[src/rtl/rate_div_pkg.sv]
// Shared constants and state encoding for the rate divider sequencer.
package rate_div_pkg;

  localparam int RATE_W        = 2;
  localparam int DEF_DIV_W     = 26;
  localparam int DEF_RATE0_DIV = 1;
  localparam int DEF_RATE1_DIV = 50_000_000;
  localparam int DEF_RATE2_DIV = 25_000_000;
  localparam int DEF_RATE3_DIV = 12_500_000;

  // PENDING means the sequencer is running and a rate change is queued
  // for the next tick boundary.
  typedef enum logic [1:0] {
    ST_STOPPED = 2'd0,
    ST_RUNNING = 2'd1,
    ST_PENDING = 2'd2
  } state_e;

endpackage

[src/rtl/rate_divider_ctrl_tick_gen.sv]
// Loadable down-counter; terminal count (cnt==0) marks a tick boundary.
import rate_div_pkg::*;

module rate_tick_gen #(
  parameter int DIV_W = DEF_DIV_W
) (
  input  logic             clock,
  input  logic             clear_b,
  input  logic             i_clr,
  input  logic             i_load,
  input  logic [DIV_W-1:0] i_load_val,
  input  logic             i_dec,
  output logic             o_tc
);

  logic [DIV_W-1:0] r_cnt;

  // Clear wins over load, load wins over decrement.
  always_ff @(posedge clock or negedge clear_b) begin
    if (!clear_b)    r_cnt <= '0;
    else if (i_clr)  r_cnt <= '0;
    else if (i_load) r_cnt <= i_load_val;
    else if (i_dec)  r_cnt <= r_cnt - 1'b1;
  end

  assign o_tc = (r_cnt == '0);

endmodule

[src/rtl/rate_divider_ctrl.sv]
// Rate-selectable tick sequencer with glitch-free rate changes and digit tracking.
import rate_div_pkg::*;

module rate_divider_ctrl #(
  parameter int          DIV_W      = DEF_DIV_W,
  parameter int unsigned RATE0_DIV  = DEF_RATE0_DIV,
  parameter int unsigned RATE1_DIV  = DEF_RATE1_DIV,
  parameter int unsigned RATE2_DIV  = DEF_RATE2_DIV,
  parameter int unsigned RATE3_DIV  = DEF_RATE3_DIV,
  parameter logic [RATE_W-1:0] RESET_RATE = 2'd1
) (
  input  logic              clock,
  input  logic              clear_b,
  input  logic              start,
  input  logic              stop,
  input  logic              rate_req,
  input  logic [RATE_W-1:0] rate_sel,
  output logic              rate_ack,
  output logic [RATE_W-1:0] rate_active,
  output logic              tick,
  output logic [3:0]        digit,
  output logic              wrap,
  output logic              running
);

  // Reload value is one less than the divisor: the terminal-count cycle is
  // itself part of the period.
  function automatic logic [DIV_W-1:0] div_m1(input logic [RATE_W-1:0] r);
    case (r)
      2'd0:    return DIV_W'(RATE0_DIV - 1);
      2'd1:    return DIV_W'(RATE1_DIV - 1);
      2'd2:    return DIV_W'(RATE2_DIV - 1);
      default: return DIV_W'(RATE3_DIV - 1);
    endcase
  endfunction

  state_e            r_state, w_state_nx;
  logic [RATE_W-1:0] r_rate, w_rate_nx;
  logic [RATE_W-1:0] r_pend, w_pend_nx;
  logic [3:0]        r_digit, w_digit_nx;
  logic              r_tick, w_tick_nx;
  logic              r_wrap, w_wrap_nx;
  logic              r_ack, w_ack_nx;
  logic              r_running;

  logic              w_tc, w_clr, w_load, w_dec;
  logic [DIV_W-1:0]  w_load_val;
  logic              w_has_pend;
  logic [RATE_W-1:0] w_pend_val;

  rate_tick_gen #(.DIV_W(DIV_W)) u_tick_gen (
    .clock      (clock),
    .clear_b    (clear_b),
    .i_clr      (w_clr),
    .i_load     (w_load),
    .i_load_val (w_load_val),
    .i_dec      (w_dec),
    .o_tc       (w_tc)
  );

  // A request on the current edge merges with any queued one (last wins).
  assign w_has_pend = rate_req || (r_state == ST_PENDING);
  assign w_pend_val = rate_req ? rate_sel : r_pend;

  // Next-state, rate application and counter control.
  always_comb begin
    w_state_nx = r_state;
    w_rate_nx  = r_rate;
    w_pend_nx  = r_pend;
    w_digit_nx = r_digit;
    w_tick_nx  = 1'b0;
    w_wrap_nx  = 1'b0;
    w_ack_nx   = 1'b0;
    w_clr      = 1'b0;
    w_load     = 1'b0;
    w_dec      = 1'b0;
    case (r_state)
      ST_STOPPED: begin
        // No tick boundary to wait for: requests apply at once.
        if (rate_req) begin
          w_rate_nx = rate_sel;
          w_ack_nx  = 1'b1;
        end
        if (stop) begin
          w_clr = 1'b1;
        end else if (start) begin
          w_state_nx = ST_RUNNING;
          w_digit_nx = 4'd0;
          w_load     = 1'b1;
        end
      end
      ST_RUNNING, ST_PENDING: begin
        if (stop) begin
          w_state_nx = ST_STOPPED;
          w_clr      = 1'b1;
          if (w_has_pend) begin
            w_rate_nx = w_pend_val;
            w_ack_nx  = 1'b1;
          end
        end else if (w_tc) begin
          w_state_nx = ST_RUNNING;
          w_tick_nx  = 1'b1;
          w_wrap_nx  = (r_digit == 4'hF);
          w_digit_nx = r_digit + 4'd1;
          w_load     = 1'b1;
          if (w_has_pend) begin
            w_rate_nx = w_pend_val;
            w_ack_nx  = 1'b1;
          end
        end else begin
          w_dec = 1'b1;
          if (rate_req) begin
            w_pend_nx  = rate_sel;
            w_state_nx = ST_PENDING;
          end
        end
      end
      default: begin
        w_state_nx = ST_STOPPED;
        w_clr      = 1'b1;
      end
    endcase
  end

  // Reload always uses the rate in force after this edge.
  assign w_load_val = div_m1(w_rate_nx);

  // State and registered outputs.
  always_ff @(posedge clock or negedge clear_b) begin
    if (!clear_b) begin
      r_state   <= ST_STOPPED;
      r_rate    <= RESET_RATE;
      r_pend    <= '0;
      r_digit   <= 4'd0;
      r_tick    <= 1'b0;
      r_wrap    <= 1'b0;
      r_ack     <= 1'b0;
      r_running <= 1'b0;
    end else begin
      r_state   <= w_state_nx;
      r_rate    <= w_rate_nx;
      r_pend    <= w_pend_nx;
      r_digit   <= w_digit_nx;
      r_tick    <= w_tick_nx;
      r_wrap    <= w_wrap_nx;
      r_ack     <= w_ack_nx;
      r_running <= (w_state_nx != ST_STOPPED);
    end
  end

  assign rate_ack    = r_ack;
  assign rate_active = r_rate;
  assign tick        = r_tick;
  assign digit       = r_digit;
  assign wrap        = r_wrap;
  assign running     = r_running;

endmodule

[config.mk]
export PLATFORM = sky130hd
export DESIGN_NAME = rate_divider_ctrl
export DESIGN_NICKNAME = d
export VERILOG_FILES = /design/src/rtl/rate_div_pkg.sv /design/src/rtl/rate_divider_ctrl_tick_gen.sv /design/src/rtl/rate_divider_ctrl.sv
export SDC_FILE = /design/constraint.sdc
export NUM_CORES = 1
export LEC_CHECK = 0
export ABC_AREA = 1
export CELL_PAD_IN_SITES_DETAIL_PLACEMENT = 0
export CELL_PAD_IN_SITES_GLOBAL_PLACEMENT = 1
export CORE_MARGIN = 4
export CORE_UTILIZATION = 45
export CTS_BUF_LIST = sky130_fd_sc_hd__clkbuf_8
export DETAILED_ROUTE_END_ITERATION = 6
export PLACE_DENSITY = 0.84
export SETUP_SLACK_MARGIN = 0.3
export SKIP_CTS_REPAIR_TIMING = 1
export SLEW_MARGIN = 10
export SYNTH_ARGS = -nofsm -noshare
export SYNTH_HDL_FRONTEND = slang
export SYNTH_HIERARCHICAL = 1
export SYNTH_SLANG_ARGS = --single-unit
[constraint.sdc]
create_clock -name clock -period 3.8 [get_ports clock]
set_input_delay 0.76 -clock clock [delete_from_list [all_inputs] [get_ports clock]]
set_output_delay 0.76 -clock clock [all_outputs]
set_load 0.03 [all_outputs]
=== Word level (Yosys, flattened, before mapping) ===
Cells that the tools add are included.

* Flip-flop bits (word level): 40
* Input port bits: 7
* Output and inout port bits: 10
* Logic and storage cells: 73

* Add/sub/neg operators: 2
* Eq/ne operators: 9
* Muxes and demuxes: 40
* Bitwise logic cells: 2
* Reductions and logical operators: 11

{| class="wikitable"
|+ Operators by type and width
! cell !! count
|-
| $mux W26 || 3
|-
| $pmux W26 S3 || 1
|-
| $logic_not A26 Y1 || 1
|-
| $sub A26 B1 Y26 const B || 1
|-
| $mux W2 || 10
|-
| $mux W1 || 17
|-
| $mux W4 || 4
|-
| $pmux W2 S2 || 2
|-
| $pmux W4 S2 || 1
|-
| $ne A2 B2 Y1 const B || 3
|-
| $reduce_and A5 Y1 || 1
|-
| $add A4 B1 Y4 const B || 1
|-
| $eq A2 B1 Y1 const B || 2
|-
| $eq A2 B2 Y1 const B || 2
|-
| $eq A4 B4 Y1 const B || 1
|-
| $logic_not A2 Y1 || 2
|-
| $pmux W1 S2 || 2
|-
| $reduce_bool A2 Y1 || 2
|-
| $reduce_and A3 Y1 || 1
|-
| $reduce_bool A3 Y1 || 1
|-
| $reduce_or A3 Y1 || 1
|-
| $ne A2 B1 Y1 const B || 1
|-
| $not A1 Y1 || 2
|-
| $reduce_or A2 Y1 || 1
|-
| $logic_or A1 B1 Y1 || 1
|}

=== Longest topological paths before layout ===
Gate-level depths: netlist of run 1.

* Depth in word-level cells: 10
* Gate-level depth with buffers: 23
* Depth with buffers taken out: 23

=== Modules after synthesis ===
Netlist of run 1, hierarchy kept.

{| class="wikitable"
|+ By module, submodules not included
! module !! instances !! cells an instance !! area an instance (sq um) !! seq. area each (sq um)
|-
| rate_tick_gen || 1 || 320 || 2019.4 || 650.6
|-
| rate_divider_ctrl || 1 || 119 || 987.2 || 351.6
|}

=== Worst setup path before layout of run 1 ===
No wires, ideal clock.

* Kind: register -> register
* Start point: register u_tick_gen.r_cnt[0]
* End point: register u_tick_gen.r_cnt[11]
* Library setup time: 120 ps
* Arrival: 2493 ps
* Data required time: 3680 ps
* Path slack: 1186 ps
* Cell stages (with the launch flop): 23
* Buffers on the path: 0
* Clock period less this slack: 2614 ps
* Cells stage by stage: dfrtp_1 > inv_1 > ha_1 > inv_1 > nor2_4 > nand2_2 > nor2_2 > nand3_1 > nor3_2 > nor2_2 > nor2_4 > nand2_1 > nand3_1 > nand2_1 > nand2_2 > inv_1 > ha_1 > inv_1 > nand2_1 > nor2_1 > nor2_1 > o21ai_1 > nand2_1

* Longest elaborated chain between the ends: 8
* Elaborated cells between the ends (all ways): 19
* Those cells by class: add/sub (1); eq/ne (2); mux (13); reduce/logical (3)

{| class="wikitable"
|+ RTL lines
! element !! line !! RTL
|-
| start, declared || rate_divider_ctrl_tick_gen.sv:16 || <nowiki>logic [DIV_W-1:0] r_cnt;</nowiki>
|-
| start signal, assigned || rate_divider_ctrl_tick_gen.sv:22 || <nowiki>else if (i_load) r_cnt <= i_load_val;</nowiki>
|-
| start signal, assigned || rate_divider_ctrl_tick_gen.sv:23 || <nowiki>else if (i_dec) r_cnt <= r_cnt - 1'b1;</nowiki>
|-
| $logic_not A26 Y1 (*) || rate_divider_ctrl_tick_gen.sv:26 || <nowiki>assign o_tc = (r_cnt == '0);</nowiki>
|-
| net w_tc || rate_divider_ctrl.sv:46 || <nowiki>logic w_tc, w_clr, w_load, w_dec;</nowiki>
|-
| $mux W2 (*) || rate_divider_ctrl.sv:100 || <nowiki>end else if (w_tc) begin</nowiki>
|-
| $mux W2 (*) || rate_divider_ctrl.sv:93 || <nowiki>if (stop) begin</nowiki>
|-
| $pmux W2 S2 (*) || rate_divider_ctrl.sv:77 || <nowiki>case (r_state)</nowiki>
|-
| $eq A2 B2 Y1, or another cell as far along || rate_divider_ctrl.sv:29 || <nowiki>case (r)</nowiki>
|-
| $pmux W26 S3 (*) || rate_divider_ctrl.sv:29 ||
|-
| net w_load_val[11] || rate_divider_ctrl.sv:47 || <nowiki>logic [DIV_W-1:0] w_load_val;</nowiki>
|-
| $mux W26 (*) || rate_divider_ctrl_tick_gen.sv:22 ||
|-
| $mux W26 (*) || rate_divider_ctrl_tick_gen.sv:21 || <nowiki>else if (i_clr) r_cnt <= '0;</nowiki>
|}

The timed path passes the listed nets; every way through them passes the cells marked *. The select of a mux whose other input is x is not followed.
A chain may end at the register's enable or synchronous reset.

=== Worst setup path after layout of run 1 ===
* Start point: register u_tick_gen.r_cnt[0]
* End point: register u_tick_gen.r_cnt[25]

* Elaborated cells between the ends (all ways): 19
* Those cells by class: add/sub (1); eq/ne (2); mux (13); reduce/logical (3)

{| class="wikitable"
|+ RTL lines
! element !! line
|-
| $logic_not A26 Y1 (*) || rate_divider_ctrl_tick_gen.sv:26
|-
| net w_tc || rate_divider_ctrl.sv:46
|-
| $mux W1 (*) || rate_divider_ctrl.sv:100
|-
| $mux W1 (*) || rate_divider_ctrl.sv:93
|-
| $pmux W1 S2 (*) || rate_divider_ctrl.sv:77
|-
| net w_load || rate_divider_ctrl.sv:46
|-
| $mux W26 || rate_divider_ctrl_tick_gen.sv:22
|-
| $mux W26 || rate_divider_ctrl_tick_gen.sv:21
|}

Marked as above.

==> results of run 1 <==
## through the flow
stage	utilization (%)	hold WS, ns	instance area, um^2	setup slack, ns	std cells
6_report	51.3	0.496	3290	0.723	533
5_1_grt	51.3	0.539	3290	0.393	533
4_1_cts	51.2	0.501	3290	0.643	533
3_5_place_dp	49.8	0.478	3200	0.671	525
3_3_place_gp	49.8	0.471	3200	0.757	525
2_1_floorplan	-	0.453	3010	1.19	441
## area by class of cell
type / count / share of cell area (%)
Multi-Input combinational cell: 338 / 52.8
Sequential cell: 40 / 30.4
Inverter: 53 / 6.27
Timing Repair Buffer: 17 / 4.94
Tap cell: 77 / 2.93
Clock buffer: 5 / 2.09
Clock inverter: 3 / 0.570
## sequential cells by signal, indices dropped and copies added, names as in the netlist
signal,count
u_tick_gen/r_cnt,26
digit,4
r_pend,2
r_state,2
rate_active,2
rate_ack,1
running,1
tick,1
wrap,1
## power by group
group          leakage (nW)  internal, mW  total [mW]  switching (mW)
clock network        0.0479         0.128       0.296           0.167
registers             0.535         0.532       0.630          0.0972
logic                  1.11         0.559        1.68            1.12
## kinds of logic (layout without fill, tap and decap cells)
group / after synthesis / after routing / share of synthesized area [%]
flip-flops: 40 / 40 / 33.3
buffers and inverters: 63 / 78 / 9.11
XOR/XNOR: 5 / 5 / 1.46
AND/OR/NAND/NOR: 268 / 268 / 41.8
other: 1 / 3 / 0.125
adder cells (fa/ha/maj): 8 / 8 / 3.33
AO/OA/AOI/OAI: 54 / 54 / 10.9
## final timing paths
path	startpoint	to	depth (start not counted)
worst max-delay path	u_tick_gen/r_cnt[0]	u_tick_gen/r_cnt[25]	18
worst min-delay path	r_pend[1]	r_pend[1]	2
worst max register to register	u_tick_gen/r_cnt[0]	u_tick_gen/r_cnt[25]	18
worst min register to register	r_pend[1]	r_pend[1]	2
max in group asynchronous	clear_b	u_tick_gen/r_cnt[12]	1
min in group asynchronous	clear_b	digit[2]	1
## per-layer routing
layer / GRT usage [%] / vias up / part of all wire (%) / wire (um)
met5: 0 / - / 0 / 0
met4: 4.09 / 0 / 0.68 / 50
met3: 2.75 / 6 / 4.1 / 303
met2: 29.3 / 42 / 44 / 3230
met1: 28.3 / 1309 / 51 / 3740
li1: - / 1421 / - / -
## layout by cell type, fill, tap and decap left out, types with 6 or more instances in the layout
master	Yosys	final
inv_2	10	9
clkdlybuf4s50_1	0	15
nand2_2	13	13
nor2_4	6	6
o21ai_1	10	10
o21ai_0	20	20
nor2_2	12	12
dfrtp_1	39	39
nand3_1	33	33
nand2_1	112	112
a21oi_1	7	7
ha_1	8	8
nand4_1	6	6
nor2_1	75	75
inv_1	42	41
## critical path: cells and delay by family (launching register included)
kind	cells	cell delay, ns
AOI/OAI and AO/OA	1	0.10
adders and majority gates	1	0.24
buffers and inverters	4	0.66
DFF	1	0.38
and+or+nand+nor	12	1.62
==> run metrics, run 1 <==
run status=completed; CTS Buffer Depth=2; clock skew=between 0.01 and 0.015 ns; clk sink count=40; FF+latch area=1000 um^2; max frequency=325 MHz; Initial DRC Count=180; Avg Vias per Cell=5.21; post-synth cell types=36; maxcap violations=0; Pleak=~1.7 nW; Final Hold Viols=0; number of global-route vias before repair=between 2000 and 3000; final net count=470; initial antenna violation count=0; fin crit period=3.08 ns; Starting Density=between 40% and 50%; top post-synthesis cells by area=dfrtp_1 (32%), nand2_1 (14%), nor2_1 (9.4%); GP Congestion=roughly 0.85; number of port buffers=16; area share of the largest cell type after synthesis=between 30 and 40%; CTS tree=done; later-pin clock latency in the skew report=0.30 ns; ys async rst share=100%; top-count cell post-synth=nand2_1; n_diodes=0; Sum Neg Setup Slack=0 ns; Die H=about 90 um; io pins=17; share of cells above drive strength 1=about 15%; Main synth FF type=dfrtp_1; synthesized area per cell=6.85 um^2; wire length per cell=around 14 um; Root Driver=clkbuf_8; multi-input logic area=1740 um^2; die area=between 8000 and 9000 um^2; vias=2778; CP Class=reg2reg; max incr delay on CP=between 0.3 and 0.4 ns; CP Capture Type=register; drt first pass iters=4; # fillers=around 670; Routed Antenna Nets=0; crit-path most repeated cell=nand2_1; Total Power=about 2.6 mW; CTS buffer count=5; final setup fails=0; flop-to-flop setup slack=slightly above 0.7 ns; Post-synth EDFFs=0; synthesized netlist cell count=439; peak supply drop=between 0.0004 and 0.0005 V; crit path max fanout=18; GRT Overall Usage=a little under a fifth; HP Class=reg2reg; Max Slew Vio Count=0; critical-path cell list=inv_1, ha_1, inv_1, nor2_4, nand2_2, nor2_2, nand3_1, nor3_2, nand3_1, o21ai_0, nand2_1, clkinvlp_4, nor2_2, nor2_4, inv_2, nor2_1, nand2_1, nand2_1; Final period util=81.0%; die width=around 90 um; Site Rows=29; Mapped Area=around 3000 um^2; Max H-tree Level=2; Congestion Overflow GR=0; Ys Warns=6; Power per Cell Area=791 nW/um^2; core area=around 6400 um^2; P&R area growth vs syn=9.53%; Commonest cells post-synth=nand2_1 (112), nor2_1 (75), inv_1 (42); max_slew headroom=a little over a third; HPWL after DPL=5.36 mm; crit path DAT=approximately 3.3 ns; worst slew pin tran=0.979 ns; routed wire length=7.32 mm; Worst path slowest cell=dfrtp_1; Seq/Total Area, Yosys=33.3%; # DRC=0; RSZ-0062 raised after global routing=no; Clock transition at path regs=0.09 ns; area leader, netlist=dfrtp_1; CP required=4.04 ns; Seq cells post-synth=40; largest net degree at the start of global routing=45; first-pass GRT wire length=12.9 mm; critical path launch point type=register
(Power assumes the default switching activity.)
==> run 2: changes to the inputs <==
Settings changed: CORE_UTILIZATION 45 to 41, PLACE_DENSITY 0.84 to 0.81.
Clock period 3.8 ns to 2.75 ns, I/O delays scaled along.
==> run 2 against run 1 <==
Cell area rose by 19%; critical path depth rose by 1; cell count rose by 12%; critical path type unchanged; largest cell class unchanged; highest routed layer unchanged.
==> run metrics, run 2 (synthesized netlist as in run 1, its figures left out) <==
Root Driver=clkbuf_8; Worst path slowest cell=dfrtp_1; routed wire length=8.14 mm (+11%); Clock transition at path regs=0.08 ns (about the same); Sw Pwr=2.21 mW (+60%); maxcap violations=0 (unchanged); crit-path most repeated cell=nor2_4; CP required=2.98 ns (-1.06 ns); Max H-tree Level=2 (unchanged); Site Rows=30 (+3.4%); wire length per cell=13.6 um (-0.82%); Power per Cell Area=1170 nW/um^2 (+48%); DP Worst Slack=-0.0560 ns (-0.727 ns); Int Power=2.38 mW (+95%); HPWL after DPL=5.71 mm (+6.5%); Comb pwr share=66.2% (+1.7 points); max frequency=376 MHz (+16%); Max Slew Vio Count=0 (unchanged); number of global-route vias before repair=2613 (-2.5%); clk sink count=40 (unchanged); initial antenna violation count=0 (unchanged); CTS tree=done; Clock power frac=15.1% (+3.7 points); critical path endpoint=u_tick_gen/r_cnt[3]; Congestion Overflow GR=0 (unchanged); RSZ-0062 raised after global routing=yes; critical-path cell list=inv_2, ha_4, inv_4, nor2_4, nand2_4, nor2_4, nand3_2, nor3_4, buf_4, nand3_2, o21ai_1, nand2_1, inv_2, nor2_4, nor2_4, buf_6, buf_6, o21ai_1, o22ai_1; Final period util=96.8% (+16 points); Avg Vias per Cell=5.02 (-3.7%); clock skew=0.00651 ns (-0.00509 ns); final net count=515 (+9.6%); FF-to-FF End=u_tick_gen/r_cnt[3]; final setup fails=0 (unchanged); Routed Antenna Nets=0 (unchanged); GRT Overall Usage=18.6% (-0.41 points); max_slew headroom=36.3% (+1.5 points); io pins=17 (unchanged); Sum Neg Setup Slack=0 ns (unchanged); Min Hold Slack=0.392 ns (-0.103 ns); largest net degree at the start of global routing=42 (-6.7%); max incr delay on CP=0.42 ns (+0.04 ns); first-pass GRT wire length=12.9 mm (+0.54%); CTS buffer count=5 (unchanged); flop-to-flop setup slack=0.09 ns (-0.63 ns); CP Capture Type=register; die area=8770 um^2 (+8.9%); P&R area growth vs syn=30.8%; commonest non-fill, non-tap cell in the layout=nand2_1; Most flops, register=u_tick_gen/r_cnt; Post-DP Area=3440 um^2 (+7.5%); # DRC=0 (unchanged); vias=2997 (+7.9%); peak supply drop=0.000592 V (+46%); crit path max fanout=5 (-13); HP Class=in2async; fin crit period=2.66 ns (-0.416 ns); Starting Density=43.3% (-3.5 points); core area=6940 um^2 (+8.1%); Switching Share=48.1% (-5.1 points); R2R cell count=19 (+1); Die H=93.6 um (+4.3%); r2r startpoint=u_tick_gen/r_cnt[1]; Final Hold Viols=0 (unchanged); CP Class=reg2reg; n_diodes=0 (unchanged); post-layout worst setup margin=0.0893 ns (-0.634 ns); die width=93.6 um (+4.3%); number of port buffers=16 (unchanged); worst slew pin tran=0.956 ns (-0.0227 ns); critical path launch point type=register; Crit. Startpoint=u_tick_gen/r_cnt[1]; fin area=3930 um^2 (+19%); share of cells above drive strength 1=27.9% (+13 points); Pleak=1.95 nW (+15%); Initial DRC Count=173 (-3.9%); run status=completed; share of total power in sequential cells=18.7% (-5.5 points); crit path DAT=2.89 ns (-0.43 ns); most frequent cells in the layout=nand2_1 (110), nor2_1 (66), dfrtp_1 (39), buf_4 (38), inv_1 (35); later-pin clock latency in the skew report=0.31 ns (about the same); number of flip-flops in the largest register=26 (unchanged); drt first pass iters=5 (+1); CTS Buffer Depth=2 (unchanged); GP Congestion=0.842 (-0.64%)
run 2: cell types whose count changed in the layout (fill, tap and decap cells not counted), moves of 4 or more:
| cell | previous run | this run |
|---|---|---|
| buf_6 | 0 | 6 |
| nor2_4 | 6 | 14 |
| o21ai_0 | 20 | 11 |
| buf_4 | 1 | 38 |
| o21ai_1 | 10 | 18 |
| nor2_1 | 75 | 66 |
| inv_1 | 41 | 35 |
| ha_1 | 8 | 4 |
run 2: metal layers:
layer | GRT usage (%) | vias to the layer above | part of all wire, %
met5 | 0 | - | 0
met4 | 3.97 | 0 | 0.85
met3 | 2.90 | 6 | 3.8
met2 | 28.2 | 56 | 44
met1 | 27.8 | 1422 | 51
li1 | - | 1513 | -
run 2: cell type report:
cell class | instances | area, um^2
fillers | 677 | 3010
multi-input cells | 338 | 1890
flip-flops and latches | 40 | 1000
repair buffers | 60 | 508
inverters | 53 | 230
well taps | 96 | 120
clock inverters | 3 | 90.1
clock buffers | 5 | 68.8
repair inverters | 2 | 23.8
run 2: worst min path at each step:
stage                 to  slack, ns       from  cells after the start
2_1_floorplan   digit[0]       0.25    clear_b                      0
3_3_place_gp   r_pend[1]       0.47  r_pend[1]                      2
3_5_place_dp   r_pend[0]       0.49  r_pend[0]                      2
4_1_cts         rate_ack       0.43    clear_b                      1
5_1_grt        r_pend[0]       0.48    clear_b                      1
6_report        digit[2]       0.39    clear_b                      1
run 2: power groups by stage:
stage | logic (mW) | clock network, mW | registers, mW
detailed placement | 2.54 | 0 | 0.865
global route | 3.34 | 0.728 | 0.884
floorplan | 1.77 | 0 | 0.955
finish | 3.04 | 0.694 | 0.861
CTS | 2.55 | 0.709 | 0.855
global placement | 2.52 | 0 | 0.864
run 2: worst max-delay path, delay by kind of cell, from the launching register on:
| family | cells | cell delay (ns) |
|---|---|---|
| adders and majority gates | 1 | 0.16 |
| and+or+nand+nor | 9 | 0.98 |
| DFF | 1 | 0.42 |
| buffers and inverters | 6 | 0.75 |
| AOI/OAI and AO/OA | 3 | 0.27 |
run 2: metrics by stage:
| stage | utilization (%) | instances | total power, mW |
|---|---|---|---|
| 5_1_grt | 56.6 | 597 | 4.95 |
| 6_report | 56.6 | 597 | 4.59 |
| 3_3_place_gp | 49.5 | 569 | 3.38 |
| 3_5_place_dp | 49.5 | 569 | 3.40 |
| 2_1_floorplan | - | 441 | 2.72 |
| 4_1_cts | 51.8 | 577 | 4.11 |
